<file path="config.mk">
export PLATFORM = sky130hd
export DESIGN_NAME = renode_axi_burst_splitter
export DESIGN_NICKNAME = d
export VERILOG_FILES = /design/src/rtl/renode_axi_burst_splitter.sv
export SDC_FILE = /design/constraint.sdc
export NUM_CORES = 1
export LEC_CHECK = 0
export BUFFER_PORTS_ARGS = -buffer_cell sky130_fd_sc_hd__buf_2
export CORE_ASPECT_RATIO = 0.8
export CORE_MARGIN = 5
export CORE_UTILIZATION = 39
export CTS_BUF_LIST = sky130_fd_sc_hd__clkbuf_8
export DETAILED_ROUTE_END_ITERATION = 10
export GPL_TIMING_DRIVEN = 0
export PLACE_DENSITY = 0.65
export SLEW_MARGIN = 20
export SYNTH_ARGS = -nofsm -noshare
export SYNTH_HDL_FRONTEND = slang
export SYNTH_SLANG_ARGS = --single-unit
</file>
<file path="constraint.sdc">
create_clock -name aclk -period 6.05 [get_ports aclk]
set_input_delay 1.21 -clock aclk [delete_from_list [all_inputs] [get_ports aclk]]
set_output_delay 1.21 -clock aclk [all_outputs]
set_load 0.02 [all_outputs]
</file>
<file path="src/rtl/renode_axi_burst_splitter.sv">
// renode_axi_burst_splitter
//
// AXI4 stage in front of the Renode AXI subordinate. Every upstream burst (INCR, FIXED or WRAP)
// is replayed downstream as a sequence of single-beat INCR transactions. The per-beat responses
// are reassembled into one AXI-compliant burst response for the upstream manager. The read and
// write paths are independent, and each direction has at most one transaction in flight.
//
// Ports
//   aclk, areset_n         clock; asynchronous active-low reset
//   s_aw*, s_w*, s_b*      upstream write address / data / response (subordinate side)
//   s_ar*, s_r*            upstream read address / data (subordinate side)
//   m_aw*, m_w*, m_b*      downstream write channels (manager side, toward Renode)
//   m_ar*, m_r*            downstream read channels (manager side, toward Renode)
module renode_axi_burst_splitter #(
    parameter int unsigned AddressWidth       = 32,
    parameter int unsigned DataWidth          = 32,
    parameter int unsigned TransactionIdWidth = 8
) (
    input  logic                          aclk,
    input  logic                          areset_n,
    // Upstream write address
    input  logic [TransactionIdWidth-1:0] s_awid,
    input  logic [AddressWidth-1:0]       s_awaddr,
    input  logic [7:0]                    s_awlen,
    input  logic [2:0]                    s_awsize,
    input  logic [1:0]                    s_awburst,
    input  logic                          s_awvalid,
    output logic                          s_awready,
    // Upstream write data
    input  logic [DataWidth-1:0]          s_wdata,
    input  logic [DataWidth/8-1:0]        s_wstrb,
    input  logic                          s_wlast,
    input  logic                          s_wvalid,
    output logic                          s_wready,
    // Upstream write response
    output logic [TransactionIdWidth-1:0] s_bid,
    output logic [1:0]                    s_bresp,
    output logic                          s_bvalid,
    input  logic                          s_bready,
    // Upstream read address
    input  logic [TransactionIdWidth-1:0] s_arid,
    input  logic [AddressWidth-1:0]       s_araddr,
    input  logic [7:0]                    s_arlen,
    input  logic [2:0]                    s_arsize,
    input  logic [1:0]                    s_arburst,
    input  logic                          s_arvalid,
    output logic                          s_arready,
    // Upstream read data
    output logic [TransactionIdWidth-1:0] s_rid,
    output logic [DataWidth-1:0]          s_rdata,
    output logic [1:0]                    s_rresp,
    output logic                          s_rlast,
    output logic                          s_rvalid,
    input  logic                          s_rready,
    // Downstream write address
    output logic [TransactionIdWidth-1:0] m_awid,
    output logic [AddressWidth-1:0]       m_awaddr,
    output logic [7:0]                    m_awlen,
    output logic [2:0]                    m_awsize,
    output logic [1:0]                    m_awburst,
    output logic                          m_awvalid,
    input  logic                          m_awready,
    // Downstream write data
    output logic [DataWidth-1:0]          m_wdata,
    output logic [DataWidth/8-1:0]        m_wstrb,
    output logic                          m_wlast,
    output logic                          m_wvalid,
    input  logic                          m_wready,
    // Downstream write response
    input  logic [TransactionIdWidth-1:0] m_bid,
    input  logic [1:0]                    m_bresp,
    input  logic                          m_bvalid,
    output logic                          m_bready,
    // Downstream read address
    output logic [TransactionIdWidth-1:0] m_arid,
    output logic [AddressWidth-1:0]       m_araddr,
    output logic [7:0]                    m_arlen,
    output logic [2:0]                    m_arsize,
    output logic [1:0]                    m_arburst,
    output logic                          m_arvalid,
    input  logic                          m_arready,
    // Downstream read data
    input  logic [TransactionIdWidth-1:0] m_rid,
    input  logic [DataWidth-1:0]          m_rdata,
    input  logic [1:0]                    m_rresp,
    input  logic                          m_rlast,
    input  logic                          m_rvalid,
    output logic                          m_rready
);

    localparam logic [1:0] BurstFixed = 2'b00;
    localparam logic [1:0] BurstIncr  = 2'b01;
    localparam logic [1:0] BurstWrap  = 2'b10;
    localparam logic [1:0] RespOkay   = 2'b00;
    localparam logic [1:0] RespExOkay = 2'b01;
    localparam logic [1:0] RespSlvErr = 2'b10;

    typedef enum logic [1:0] {RdIdle, RdAddr, RdData, RdErr} rd_state_e;
    typedef enum logic [2:0] {WrIdle, WrAddr, WrData, WrRespWait, WrBresp, WrDrain} wr_state_e;

    // Address of the beat following addr within the original burst.
    function automatic logic [AddressWidth-1:0] beat_next_addr(
        input logic [AddressWidth-1:0] addr,
        input logic [2:0]              size,
        input logic [7:0]              len,
        input logic [1:0]              burst
    );
        logic [AddressWidth-1:0] step;
        logic [AddressWidth-1:0] wrap_mask;
        step      = AddressWidth'(1) << size;
        wrap_mask = ((AddressWidth'(len) + AddressWidth'(1)) << size) - AddressWidth'(1);
        case (burst)
            BurstFixed: beat_next_addr = addr;
            BurstWrap:  beat_next_addr = (addr & ~wrap_mask) | ((addr + step) & wrap_mask);
            default:    beat_next_addr = addr + step;
        endcase
    endfunction

    function automatic logic burst_illegal(
        input logic [AddressWidth-1:0] addr,
        input logic [2:0]              size,
        input logic [7:0]              len,
        input logic [1:0]              burst
    );
        logic [AddressWidth-1:0] step_mask;
        logic                    wrap_len_ok;
        step_mask     = (AddressWidth'(1) << size) - AddressWidth'(1);
        wrap_len_ok   = (len == 8'd1) || (len == 8'd3) || (len == 8'd7) || (len == 8'd15);
        burst_illegal = (burst == 2'b11) ||
                        ((burst == BurstWrap) && (!wrap_len_ok || ((addr & step_mask) != '0)));
    endfunction

    // EXOKAY folds to OKAY; after that the codes order by severity: OKAY < SLVERR < DECERR.
    function automatic logic [1:0] resp_merge(input logic [1:0] a, input logic [1:0] b);
        logic [1:0] a_n;
        logic [1:0] b_n;
        a_n        = (a == RespExOkay) ? RespOkay : a;
        b_n        = (b == RespExOkay) ? RespOkay : b;
        resp_merge = (a_n > b_n) ? a_n : b_n;
    endfunction

    // Keeps the upstream address readies low while reset is applied and for the first cycle after.
    logic rdy_en_q, rdy_en_d;

    rd_state_e                     rd_state_q, rd_state_d;
    logic [TransactionIdWidth-1:0] ar_id_q, ar_id_d;
    logic [AddressWidth-1:0]       ar_addr_q, ar_addr_d;
    logic [7:0]                    ar_len_q, ar_len_d;
    logic [2:0]                    ar_size_q, ar_size_d;
    logic [1:0]                    ar_burst_q, ar_burst_d;
    logic [7:0]                    rd_beat_q, rd_beat_d;
    logic                          rd_last;

    wr_state_e                     wr_state_q, wr_state_d;
    logic [TransactionIdWidth-1:0] aw_id_q, aw_id_d;
    logic [AddressWidth-1:0]       aw_addr_q, aw_addr_d;
    logic [7:0]                    aw_len_q, aw_len_d;
    logic [2:0]                    aw_size_q, aw_size_d;
    logic [1:0]                    aw_burst_q, aw_burst_d;
    logic [7:0]                    wr_beat_q, wr_beat_d;
    logic [1:0]                    wr_acc_q, wr_acc_d;
    logic                          wr_last;

    assign rd_last  = (rd_beat_q == ar_len_q);
    assign wr_last  = (wr_beat_q == aw_len_q);
    assign rdy_en_d = 1'b1;

    // ---------------------------------------------------------------- read path
    always_comb begin
        rd_state_d = rd_state_q;
        ar_id_d    = ar_id_q;
        ar_addr_d  = ar_addr_q;
        ar_len_d   = ar_len_q;
        ar_size_d  = ar_size_q;
        ar_burst_d = ar_burst_q;
        rd_beat_d  = rd_beat_q;
        s_arready  = rdy_en_q && (rd_state_q == RdIdle);
        m_arvalid  = (rd_state_q == RdAddr);
        m_rready   = 1'b0;
        s_rvalid   = 1'b0;
        s_rdata    = '0;
        s_rresp    = RespOkay;
        s_rlast    = 1'b0;
        unique case (rd_state_q)
            RdIdle: begin
                if (s_arvalid && s_arready) begin
                    ar_id_d    = s_arid;
                    ar_addr_d  = s_araddr;
                    ar_len_d   = s_arlen;
                    ar_size_d  = s_arsize;
                    ar_burst_d = s_arburst;
                    rd_beat_d  = 8'd0;
                    rd_state_d = burst_illegal(s_araddr, s_arsize, s_arlen, s_arburst) ?
                                 RdErr : RdAddr;
                end
            end
            RdAddr: begin
                if (m_arready) rd_state_d = RdData;
            end
            RdData: begin
                s_rvalid = m_rvalid;
                m_rready = s_rready;
                s_rdata  = m_rdata;
                s_rresp  = (m_rresp == RespExOkay) ? RespOkay : m_rresp;
                s_rlast  = rd_last;
                if (m_rvalid && s_rready) begin
                    if (rd_last) begin
                        rd_state_d = RdIdle;
                    end else begin
                        rd_beat_d  = rd_beat_q + 8'd1;
                        ar_addr_d  = beat_next_addr(ar_addr_q, ar_size_q, ar_len_q, ar_burst_q);
                        rd_state_d = RdAddr;
                    end
                end
            end
            RdErr: begin
                s_rvalid = 1'b1;
                s_rresp  = RespSlvErr;
                s_rlast  = rd_last;
                if (s_rready) begin
                    if (rd_last) rd_state_d = RdIdle;
                    else         rd_beat_d  = rd_beat_q + 8'd1;
                end
            end
            default: rd_state_d = RdIdle;
        endcase
    end

    assign s_rid     = ar_id_q;
    assign m_arid    = ar_id_q;
    assign m_araddr  = ar_addr_q;
    assign m_arlen   = 8'd0;
    assign m_arsize  = ar_size_q;
    assign m_arburst = BurstIncr;

    // ---------------------------------------------------------------- write path
    always_comb begin
        wr_state_d = wr_state_q;
        aw_id_d    = aw_id_q;
        aw_addr_d  = aw_addr_q;
        aw_len_d   = aw_len_q;
        aw_size_d  = aw_size_q;
        aw_burst_d = aw_burst_q;
        wr_beat_d  = wr_beat_q;
        wr_acc_d   = wr_acc_q;
        s_awready  = rdy_en_q && (wr_state_q == WrIdle);
        m_awvalid  = (wr_state_q == WrAddr);
        m_wvalid   = 1'b0;
        s_wready   = 1'b0;
        m_bready   = 1'b0;
        s_bvalid   = 1'b0;
        unique case (wr_state_q)
            WrIdle: begin
                if (s_awvalid && s_awready) begin
                    aw_id_d    = s_awid;
                    aw_addr_d  = s_awaddr;
                    aw_len_d   = s_awlen;
                    aw_size_d  = s_awsize;
                    aw_burst_d = s_awburst;
                    wr_beat_d  = 8'd0;
                    wr_acc_d   = RespOkay;
                    wr_state_d = burst_illegal(s_awaddr, s_awsize, s_awlen, s_awburst) ?
                                 WrDrain : WrAddr;
                end
            end
            WrAddr: begin
                if (m_awready) wr_state_d = WrData;
            end
            WrData: begin
                m_wvalid = s_wvalid;
                s_wready = m_wready;
                if (s_wvalid && m_wready) begin
                    // A misplaced wlast is reported but the beat is still written.
                    if (s_wlast != wr_last) wr_acc_d = resp_merge(wr_acc_q, RespSlvErr);
                    wr_state_d = WrRespWait;
                end
            end
            WrRespWait: begin
                m_bready = 1'b1;
                if (m_bvalid) begin
                    wr_acc_d = resp_merge(wr_acc_q, m_bresp);
                    if (wr_last) begin
                        wr_state_d = WrBresp;
                    end else begin
                        wr_beat_d  = wr_beat_q + 8'd1;
                        aw_addr_d  = beat_next_addr(aw_addr_q, aw_size_q, aw_len_q, aw_burst_q);
                        wr_state_d = WrAddr;
                    end
                end
            end
            WrDrain: begin
                s_wready = 1'b1;
                if (s_wvalid && s_wlast) begin
                    wr_acc_d   = RespSlvErr;
                    wr_state_d = WrBresp;
                end
            end
            WrBresp: begin
                s_bvalid = 1'b1;
                if (s_bready) wr_state_d = WrIdle;
            end
            default: wr_state_d = WrIdle;
        endcase
    end

    assign s_bid     = aw_id_q;
    assign s_bresp   = wr_acc_q;
    assign m_awid    = aw_id_q;
    assign m_awaddr  = aw_addr_q;
    assign m_awlen   = 8'd0;
    assign m_awsize  = aw_size_q;
    assign m_awburst = BurstIncr;
    assign m_wdata   = s_wdata;
    assign m_wstrb   = s_wstrb;
    assign m_wlast   = 1'b1;

    // Downstream IDs and rlast carry no information for single-beat transfers.
    logic unused_inputs;
    assign unused_inputs = ^{m_bid, m_rid, m_rlast};

    // ---------------------------------------------------------------- state
    always_ff @(posedge aclk or negedge areset_n) begin
        if (!areset_n) begin
            rdy_en_q   <= 1'b0;
            rd_state_q <= RdIdle;
            ar_id_q    <= '0;
            ar_addr_q  <= '0;
            ar_len_q   <= '0;
            ar_size_q  <= '0;
            ar_burst_q <= '0;
            rd_beat_q  <= '0;
            wr_state_q <= WrIdle;
            aw_id_q    <= '0;
            aw_addr_q  <= '0;
            aw_len_q   <= '0;
            aw_size_q  <= '0;
            aw_burst_q <= '0;
            wr_beat_q  <= '0;
            wr_acc_q   <= RespOkay;
        end else begin
            rdy_en_q   <= rdy_en_d;
            rd_state_q <= rd_state_d;
            ar_id_q    <= ar_id_d;
            ar_addr_q  <= ar_addr_d;
            ar_len_q   <= ar_len_d;
            ar_size_q  <= ar_size_d;
            ar_burst_q <= ar_burst_d;
            rd_beat_q  <= rd_beat_d;
            wr_state_q <= wr_state_d;
            aw_id_q    <= aw_id_d;
            aw_addr_q  <= aw_addr_d;
            aw_len_q   <= aw_len_d;
            aw_size_q  <= aw_size_d;
            aw_burst_q <= aw_burst_d;
            wr_beat_q  <= wr_beat_d;
            wr_acc_q   <= wr_acc_d;
        end
    end

endmodule
</file>
; ---- Word level (Yosys, flattened, before mapping)
; Index checks and enable logic that the tools add are counted.
[op_classes]
n_bitwise = 10
addsub = 10
shift = 6
n_eq_ne = 44
n_lt_le_gt_ge = 2
mux = 56
n_reduce_logical = 41
[op_table]
columns = cell, n
row1 = $pmux 32 s2, 4
row2 = $mux 32, 7
row3 = $and 32x32->32, 6
row4 = $shl 1x3->32 const A, 4
row5 = $add 32x32->32, 2
row6 = $not 32->32, 2
row7 = $or 32x32->32, 2
row8 = $reduce_bool 32->1, 2
row9 = $shl 9x3->32, 2
row10 = $sub 32x1->32 const B, 2
row11 = $sub 32x2->32 const B, 2
row12 = $mux 8, 7
row13 = $mux 2, 16
row14 = $mux 3, 8
row15 = $ne 2x2->1 const B, 12
row16 = $pmux 8 s3, 1
row17 = $add 8x1->9 const B, 2
row18 = $pmux 3 s6, 1
row19 = $add 8x1->8 const B, 2
row20 = $eq 2x2->1 const B, 8
row21 = $eq 8x1->1 const B, 2
row22 = $eq 8x2->1 const B, 2
row23 = $eq 8x3->1 const B, 2
row24 = $eq 8x4->1 const B, 2
row25 = other kinds (27), 69
[totals]
register_bits = 130
output_inout_bits = 206
word_cells = 185
inputBits = 208

; ---- Logic depth before layout (Yosys ltp)
; Gate-level depths: netlist of run 1.
[logic_depth]
depth_word = 11
mapped_depth = 16
depth_no_buf = 14

; ---- Least setup slack after synthesis of run 1
; OpenSTA, ideal clock, no wires.
[synth_path]
kind = register to register
start = register aw_size_q[2], in the netlist m_awsize[2]
end = register (tool-made name)
arrival_time_ns = 3.541
setup_slack_ns = 2.429
synth_period_minus_slack_ns = 3.621
setup_time_ns = 0.080
stages_incl_launch_ff = 15
path_cell_list = dfrtp_1 > clkbuf_1 > buf_2 > clkbuf_1 > or3_1 > inv_1 > ha_1 > a21o_1 > a21oi_1 > nand2b_1 > a211oi_1 > o21ai_0 > or3_1 > or4_4 > o211ai_2
[synth_rtl]
columns = item, line_no
row1 = start: declaration, 158  ; logic [2:0] aw_size_q, aw_size_d;
row2 = start signal: assignment, 353  ; aw_size_q <= aw_size_d;

==> flow_metrics.env, run 1 <==
export IMPL_pwr_density_cell_nw_per_um2=577.8
export IMPL_hpwl_mm=36.10
export IMPL_fillerInstances=2896
export IMPL_ant_nets=0
export IMPL_routabilityCongestion=0.9257
export IMPL_rsz0062_at_grt="no"
export IMPL_crit_required_ns=6.46
export IMPL_initial_core_util_pct=39.61
export IMPL_tns_ns=0
export IMPL_hold_path_class="reg -> reg"
export IMPL_synth_warnings=0
export IMPL_finalCriticalPeriod_ns=4.610
export IMPL_worstSetupPathType="reg -> reg"
export IMPL_avgViaCountPerCell=5.747
export IMPL_cp_max_fo=10
export IMPL_worst_slack_ns=1.440
export IMPL_syn_inst=1473
export IMPL_cp_top_family="compound AO/OA/AOI/OAI gates"
export IMPL_pre_cts_ws_ns=1.585
export IMPL_power_total_mw=8.298
export IMPL_layout_nets=2091
export IMPL_start_kind="flip-flop"
export IMPL_end_kind="flip-flop"
export IMPL_grt_max_degree=82
export IMPL_reg2reg_depth=14
export IMPL_path_cells="clkbuf_1 > buf_2 > clkbuf_1 > or3_1 > inv_1 > ha_1 > a21o_1 > a21oi_1 > nand2b_1 > a211oi_1 > o21ai_0 > or3_1 > or4_4 > o211ai_2"
export IMPL_rr_startpoint="m_awsize[2]"
export IMPL_min_path_cells=2
export IMPL_grt_usage_pct=25.99
export IMPL_wl_per_cell_um=20.25
export IMPL_h_tree_depth=4
export IMPL_cts_hold_buf=0
export IMPL_synthFlopType="dfrtp_1"
export IMPL_first_pass_iters=6
export IMPL_fin_worst_skew_ns=0.01854
export IMPL_finalMaxSlewViolations=0
export IMPL_synth_cell_type_count=102
export IMPL_syn_area_um2=11630
export IMPL_syn2layout_area_growth_pct=23.49
export IMPL_grt_overflow=0
export IMPL_final_seq_area_um2=3253
export IMPL_fin_crit_sh_pct=76.20
export IMPL_max_cap_violations=0
export IMPL_slowest_delay_ns=0.75
export IMPL_cts_buffers=17
export IMPL_ys_ff_latch=130
export IMPL_wl_mm=45.40
export IMPL_yosys_area_top_type="dfrtp_1"
export IMPL_grt_pass1_vias=12140
export IMPL_min_to="m_arid[0]"
export IMPL_cts_setup_buffers=0
export IMPL_worstMarginPinSlew_ns=1.015
export IMPL_diodes=0
export IMPL_status="complete, no violations"
export IMPL_cp_slowest_cell="a211oi_1"
export IMPL_clock_sink_count=130
export IMPL_coreArea_um2=29360
export IMPL_fmax_ghz=0.2169
export IMPL_io_buffers=339
export IMPL_clkTransAtPathRegs_ns=0.10
export IMPL_clk_path_buf_depth=2
export IMPL_grt_first_pass_wirelength_mm=69.42
export IMPL_r2r_slack_ns=1.44
export IMPL_crit_buf_inv=4
export IMPL_hold_violations=0
export IMPL_clk_latency_ns=0.48
export IMPL_antenna_found_initial=0
export IMPL_die_y_um=164.5
export IMPL_ir_drop_uv=246.1
export IMPL_synthArstFlopShare_pct=100.0
export IMPL_cp_arrival_ns=5.02
export IMPL_tritoncts="built"
export IMPL_synthTopCellsByArea="dfrtp_1 28%, nand2_1 5.6%, buf_4 5.1%"
export IMPL_drive_above_1_share_pct=29.44
export IMPL_vias=12890
export IMPL_synth_avg_cell_area_um2=7.895
export IMPL_yosysSeqAreaShare_pct=27.97
export IMPL_min_from="m_arid[0]"
export IMPL_root_buffer="clkbuf_8"
export IMPL_multi_input_comb_area_um2=7311
export IMPL_synth_top_area_share_pct=27.97
export IMPL_dieArea_um2=33400
export IMPL_postLayoutCoreUtil_pct=48.92
export IMPL_rows=56
export IMPL_cts_resized=0
export IMPL_drtIter0Drc=1260
export IMPL_slew_headroom_pct=31.47
export IMPL_setup_viol=0
export IMPL_io_pins=414
export IMPL_synth_edff_count=0
export IMPL_drcViolationCount=0
export IMPL_p_leak_nw=6.658
export IMPL_die_w_um=203.1
## cells in the final DEF (no fill, tap or decap), drive strengths merged, types with 30 or more instances in the layout
cell type,synthesis,routed
dfrtp,130,130
xor2,30,30
nor3,31,31
and2,48,48
a21oi,118,118
clkbuf,55,72
nand3,39,39
xnor2,33,33
inv,43,46
nand2,173,173
and3,33,33
buf,111,451
nor2,110,110
o21ai,84,84
## metrics by stage
step / hold WS, ns / area (um^2) / instances
3_5_place_dp: 0.4937 / 13910 / 2210
2_1_floorplan: 0.4764 / 11710 / 1493
6_report: 0.5146 / 14360 / 2242
5_1_grt: 0.5422 / 14360 / 2242
4_1_cts: 0.5142 / 14350 / 2242
3_3_place_gp: 0.4899 / 13870 / 2209
## cell usage after synthesis (5+ instances only)
| cell | count |
|---|---|
| a211oi_1 | 17 |
| buf_4 | 79 |
| nand3b_1 | 5 |
| a21oi_1 | 117 |
| nand4b_1 | 6 |
| mux2_2 | 25 |
| nand2_1 | 173 |
| nor2b_1 | 25 |
| a311oi_1 | 6 |
| o211ai_1 | 14 |
| nor4_1 | 11 |
| a21o_1 | 12 |
| and3_1 | 33 |
| ha_1 | 29 |
| clkbuf_1 | 55 |
| xnor2_1 | 33 |
| o21ai_1 | 7 |
| nor3b_1 | 5 |
| a31oi_1 | 28 |
| nor2_1 | 110 |
| nand4_1 | 22 |
| mux2i_1 | 10 |
| and4_1 | 13 |
| a211o_1 | 6 |
| nor3_1 | 30 |
| o22a_1 | 6 |
| o22ai_1 | 25 |
| xor2_1 | 30 |
| nand2b_1 | 17 |
| a32oi_1 | 5 |
| or3_1 | 13 |
| buf_6 | 5 |
| a22oi_1 | 7 |
| o21a_1 | 14 |
| buf_2 | 23 |
| nand3_1 | 37 |
| dfrtp_1 | 130 |
| o21ai_0 | 74 |
| and2_1 | 46 |
| o31ai_1 | 14 |
| inv_1 | 42 |
| o32ai_1 | 5 |
## per-layer routing
layer	routed length, um	part of all wire, %	track usage (%)	up-vias
li1	-	-	-	6001
met1	20050	44	37.11	6166
met2	20590	45	40.50	635
met3	3536	7.8	4.829	83
met4	1221	2.7	7.447	0
met5	0	0	0	-
## logic make-up after synthesis
| family | count (synthesis) | share of synthesized area (%) |
|---|---|---|
| flops | 130 | 27.97 |
| xor+xnor | 63 | 4.744 |
| fa+ha+maj | 31 | 3.464 |
| other cells | 2 | 0.06457 |
| mux | 35 | 3.281 |
| compound gates | 427 | 24.83 |
| buf+inv | 210 | 9.898 |
| simple gates | 575 | 25.75 |
## power by group
group | total (mW) | internal [mW] | switching, mW
logic | 5.71 | 2.08 | 3.63
clock network | 0.880 | 0.453 | 0.426
registers | 1.70 | 1.26 | 0.446
total | 8.30 | 3.80 | 4.50
## final cells by class
cell class,count,share of cell area (%)
Buffer,166,6.865
Clock buffer,17,1.629
Clock inverter,15,1.438
Inverter,44,1.150
Multi-Input combinational cell,1153,50.91
Sequential cell,130,22.65
Tap cell,377,3.285
Timing Repair Buffer,340,12.08
## worst reg2reg max path: stages, from the launching register on
cell	delay (ns)
dfrtp_1	0.43
clkbuf_1	0.38
buf_2	0.30
clkbuf_1	0.35
or3_1	0.22
inv_1	0.06
ha_1	0.26
a21o_1	0.11
a21oi_1	0.08
nand2b_1	0.19
a211oi_1	0.75
o21ai_0	0.43
or3_1	0.46
or4_4	0.43
o211ai_2	0.08
## worst max-delay path by stage
| stage | start | end | depth (start not counted) |
|---|---|---|---|
| floorplan | m_awsize[2] | flip-flop | 14 |
| global route | m_awsize[2] | flip-flop | 16 |
| global placement | m_awsize[2] | flip-flop | 14 |
| finish | m_awsize[2] | flip-flop | 14 |
| CTS | m_awsize[2] | flip-flop | 14 |
| detailed placement | m_awsize[2] | flip-flop | 14 |
Power figures use the tool's default switching activity.
==> inputs of run 2 (changes only) <==
ABC_AREA = 1   (was unset)
clock period = 4.3 ns   (was 6.05 ns; I/O delays follow)
==> run 2 against run 1 <==
  * Area after synthesis fell by 0.32%
  * Largest cell class unchanged
  * Routed wire length decreased by 9.5%
  * Combinational power grew 29%
  * Setup slack lost 1.1 ns
  * Highest routed layer is now met5
==> flow_metrics.env, run 2 <==
export IMPL_status="complete, no violations"
export IMPL_syn2layout_area_growth_pct=22.92
export IMPL_synthTopCellsByCount="567 x nand2_1, 228 x inv_1, 156 x nor2_1"
export IMPL_path_cells="buf_2 > inv_1 > nor2_1 > inv_1 > clkbuf_1 > clkbuf_2 > clkbuf_1 > nor2_1 > buf_2"
export IMPL_mostFrequentLayoutCells="567 x nand2_1, 355 x buf_2, 228 x inv_1"
export IMPL_place_area_um2=13870
export IMPL_synth_cell_type_count=57
export IMPL_grt_max_degree=75
export IMPL_cts_setup_buffers=0
export IMPL_grt_pass1_vias=12210
export IMPL_hold_path_class="in -> async"
export IMPL_drive_above_1_share_pct=25.24
export IMPL_vias=12880
export IMPL_avgViaCountPerCell=4.965
export IMPL_initial_core_util_pct=39.58
export IMPL_slowest_delay_ns=0.50
export IMPL_cts_buffers=17
export IMPL_antenna_found_initial=6
export IMPL_coreArea_um2=29290
export IMPL_rows=56
export IMPL_fin_crit_sh_pct=93.03
export IMPL_max_cap_violations=0
export IMPL_yosys_area_top_type="dfrtp_1"
export IMPL_ys_ff_latch=130
export IMPL_wl_mm=41.07
export IMPL_ant_nets=0
export IMPL_wl_per_cell_um=15.83
export IMPL_synth_avg_cell_area_um2=6.359
export IMPL_grt_overflow=0
export IMPL_hold_slack_ns=0.2952
export IMPL_clk_path_buf_depth=2
export IMPL_final_common_cell="nand2_1"
export IMPL_setup_viol=0
export IMPL_dieArea_um2=33290
export IMPL_die_w_um=202.8
export IMPL_crit_required_ns=3.44
export IMPL_rsz0062_at_grt="no"
export IMPL_cp_arrival_ns=3.14
export IMPL_synthFlopType="dfrtp_1"
export IMPL_root_buffer="clkbuf_8"
export IMPL_grt_first_pass_wirelength_mm=64.20
export IMPL_die_y_um=164.2
export IMPL_fmax_ghz=0.2500
export IMPL_drtIter0Drc=862
export IMPL_finalCriticalPeriod_ns=4.000
export IMPL_cp_slowest_cell="clkbuf_1"
export IMPL_ir_drop_uv=305.4
export IMPL_yosysSeqAreaShare_pct=28.06
export IMPL_synthTopCellsByArea="dfrtp_1 28%, nand2_1 18%, inv_1 7.4%"
export IMPL_io_pins=414
export IMPL_syn_inst=1823
export IMPL_cts_hold_buf=0
export IMPL_clkTransAtPathRegs_ns=0.09
export IMPL_hpwl_mm=33.41
export IMPL_routabilityCongestion=0.9400
export IMPL_h_tree_depth=4
export IMPL_worstSetupPathType="reg -> out"
export IMPL_p_leak_nw=7.937
export IMPL_fin_area_um2=14250
export IMPL_tns_ns=0
export IMPL_worstMarginPinSlew_ns=0.8908
export IMPL_syn_area_um2=11590
export IMPL_synthArstFlopShare_pct=100.0
export IMPL_first_pass_iters=7
export IMPL_grt_usage_pct=23.85
export IMPL_synth_warnings=0
export IMPL_drcViolationCount=0
export IMPL_synth_edff_count=0
export IMPL_clock_sink_count=130
export IMPL_slew_headroom_pct=40.39
export IMPL_hold_violations=0
export IMPL_yosysMostFrequentCell="nand2_1"
export IMPL_end_kind="output port"
export IMPL_tritoncts="built"
export IMPL_synth_top_area_share_pct=28.06
export IMPL_layout_nets=2441
export IMPL_cts_resized=0
export IMPL_fin_worst_skew_ns=0.01741
export IMPL_pwr_density_cell_nw_per_um2=765.9
export IMPL_clk_latency_ns=0.49
export IMPL_cp_max_fo=10
export IMPL_finalMaxSlewViolations=0
export IMPL_io_buffers=339
export IMPL_start_kind="flip-flop"
run 2: cell types whose count changed after synthesis, moves of 19 or more:
| cell | change |
|---|---|
| xnor2_1 | -19 |
| inv_1 | +186 |
| clkbuf_1 | -31 |
| nand2_1 | +394 |
| a21oi_1 | -53 |
| and3_1 | -32 |
| o22ai_1 | -22 |
| nand3_1 | +113 |
| a31oi_1 | -23 |
| o21ai_0 | +52 |
| and2_1 | -45 |
| nor2_1 | +46 |
| nor2b_1 | -25 |
run 2: worst paths after layout:
| kind | start | to | slack [ns] | cells past startpoint |
|---|---|---|---|---|
| max | rd_state_q[1] | s_rdata[7] | 0.30 | 9 |
| min | areset_n | async pin | 0.30 | 1 |
| max reg2reg | m_arsize[0] | flip-flop | 0.63 | 18 |
| min reg2reg | rd_beat_q[7] | rd_beat_q[7] | 0.50 | 1 |
| max in group asynchronous | areset_n | rd_beat_q[2] | 3.23 | 2 |
| min in group aclk | rd_beat_q[7] | rd_beat_q[7] | 0.50 | 1 |
run 2: layout make-up:
type / count / area (um^2)
repair buffers: 340 / 1734
plain buffers: 122 / 777.0
diodes: 3 / 7.507
inverters: 238 / 898.4
well taps: 377 / 471.7
clock buffers: 17 / 234.0
multi-input cells: 1353 / 6740
flip-flops and latches: 130 / 3253
clock inverters: 15 / 133.9
fillers: 3103 / 15040
run 2: critical path, delay by kind of cell (launching register included):
kind | cells | cell delay, ns
buffers and inverters | 7 | 1.99
flip-flops | 1 | 0.36
AND/OR/NAND/NOR | 2 | 0.29
run 2: cells by family (layout without fill, tap and decap cells):
| family | count (synthesis) | count (layout) | share of synthesized area [%] |
|---|---|---|---|
| muxes | 18 | 18 | 1.738 |
| other | 2 | 25 | 0.06478 |
| buffers and inverters | 360 | 732 | 14.44 |
| adders and majority gates | 31 | 31 | 3.475 |
| AOI/OAI and AO/OA | 248 | 248 | 11.93 |
| DFF | 130 | 130 | 28.06 |
| xor gates and xnor gates | 38 | 38 | 2.871 |
| and+or+nand+nor | 996 | 996 | 37.42 |
run 2: report_power, final:
group | total (mW) | switching [mW] | internal [mW] | leakage (nW)
registers | 2.51 | 0.712 | 1.80 | 1.61
logic | 7.36 | 4.91 | 2.45 | 6.14
clock network | 1.05 | 0.584 | 0.462 | 0.188
run 2: routing by layer:
layer,GRT usage [%],vias up,wire [um]
met5,0,-,46
li1,-,6494,-
met1,32.78,5919,18760
met3,4.777,65,2498
met2,38.04,399,18770
met4,7.465,6,986
run 2: per-stage QoR:
step	utilization, %	setup WS [ns]	total power [mW]	instances
global route	48.65	0.09685	11.95	2595
detailed placement	47.37	0.6735	9.810	2560
global placement	47.24	0.3104	9.692	2559
floorplan	-	1.268	7.642	1843
finish	48.65	0.2997	10.91	2595
CTS	48.62	0.1126	10.89	2592
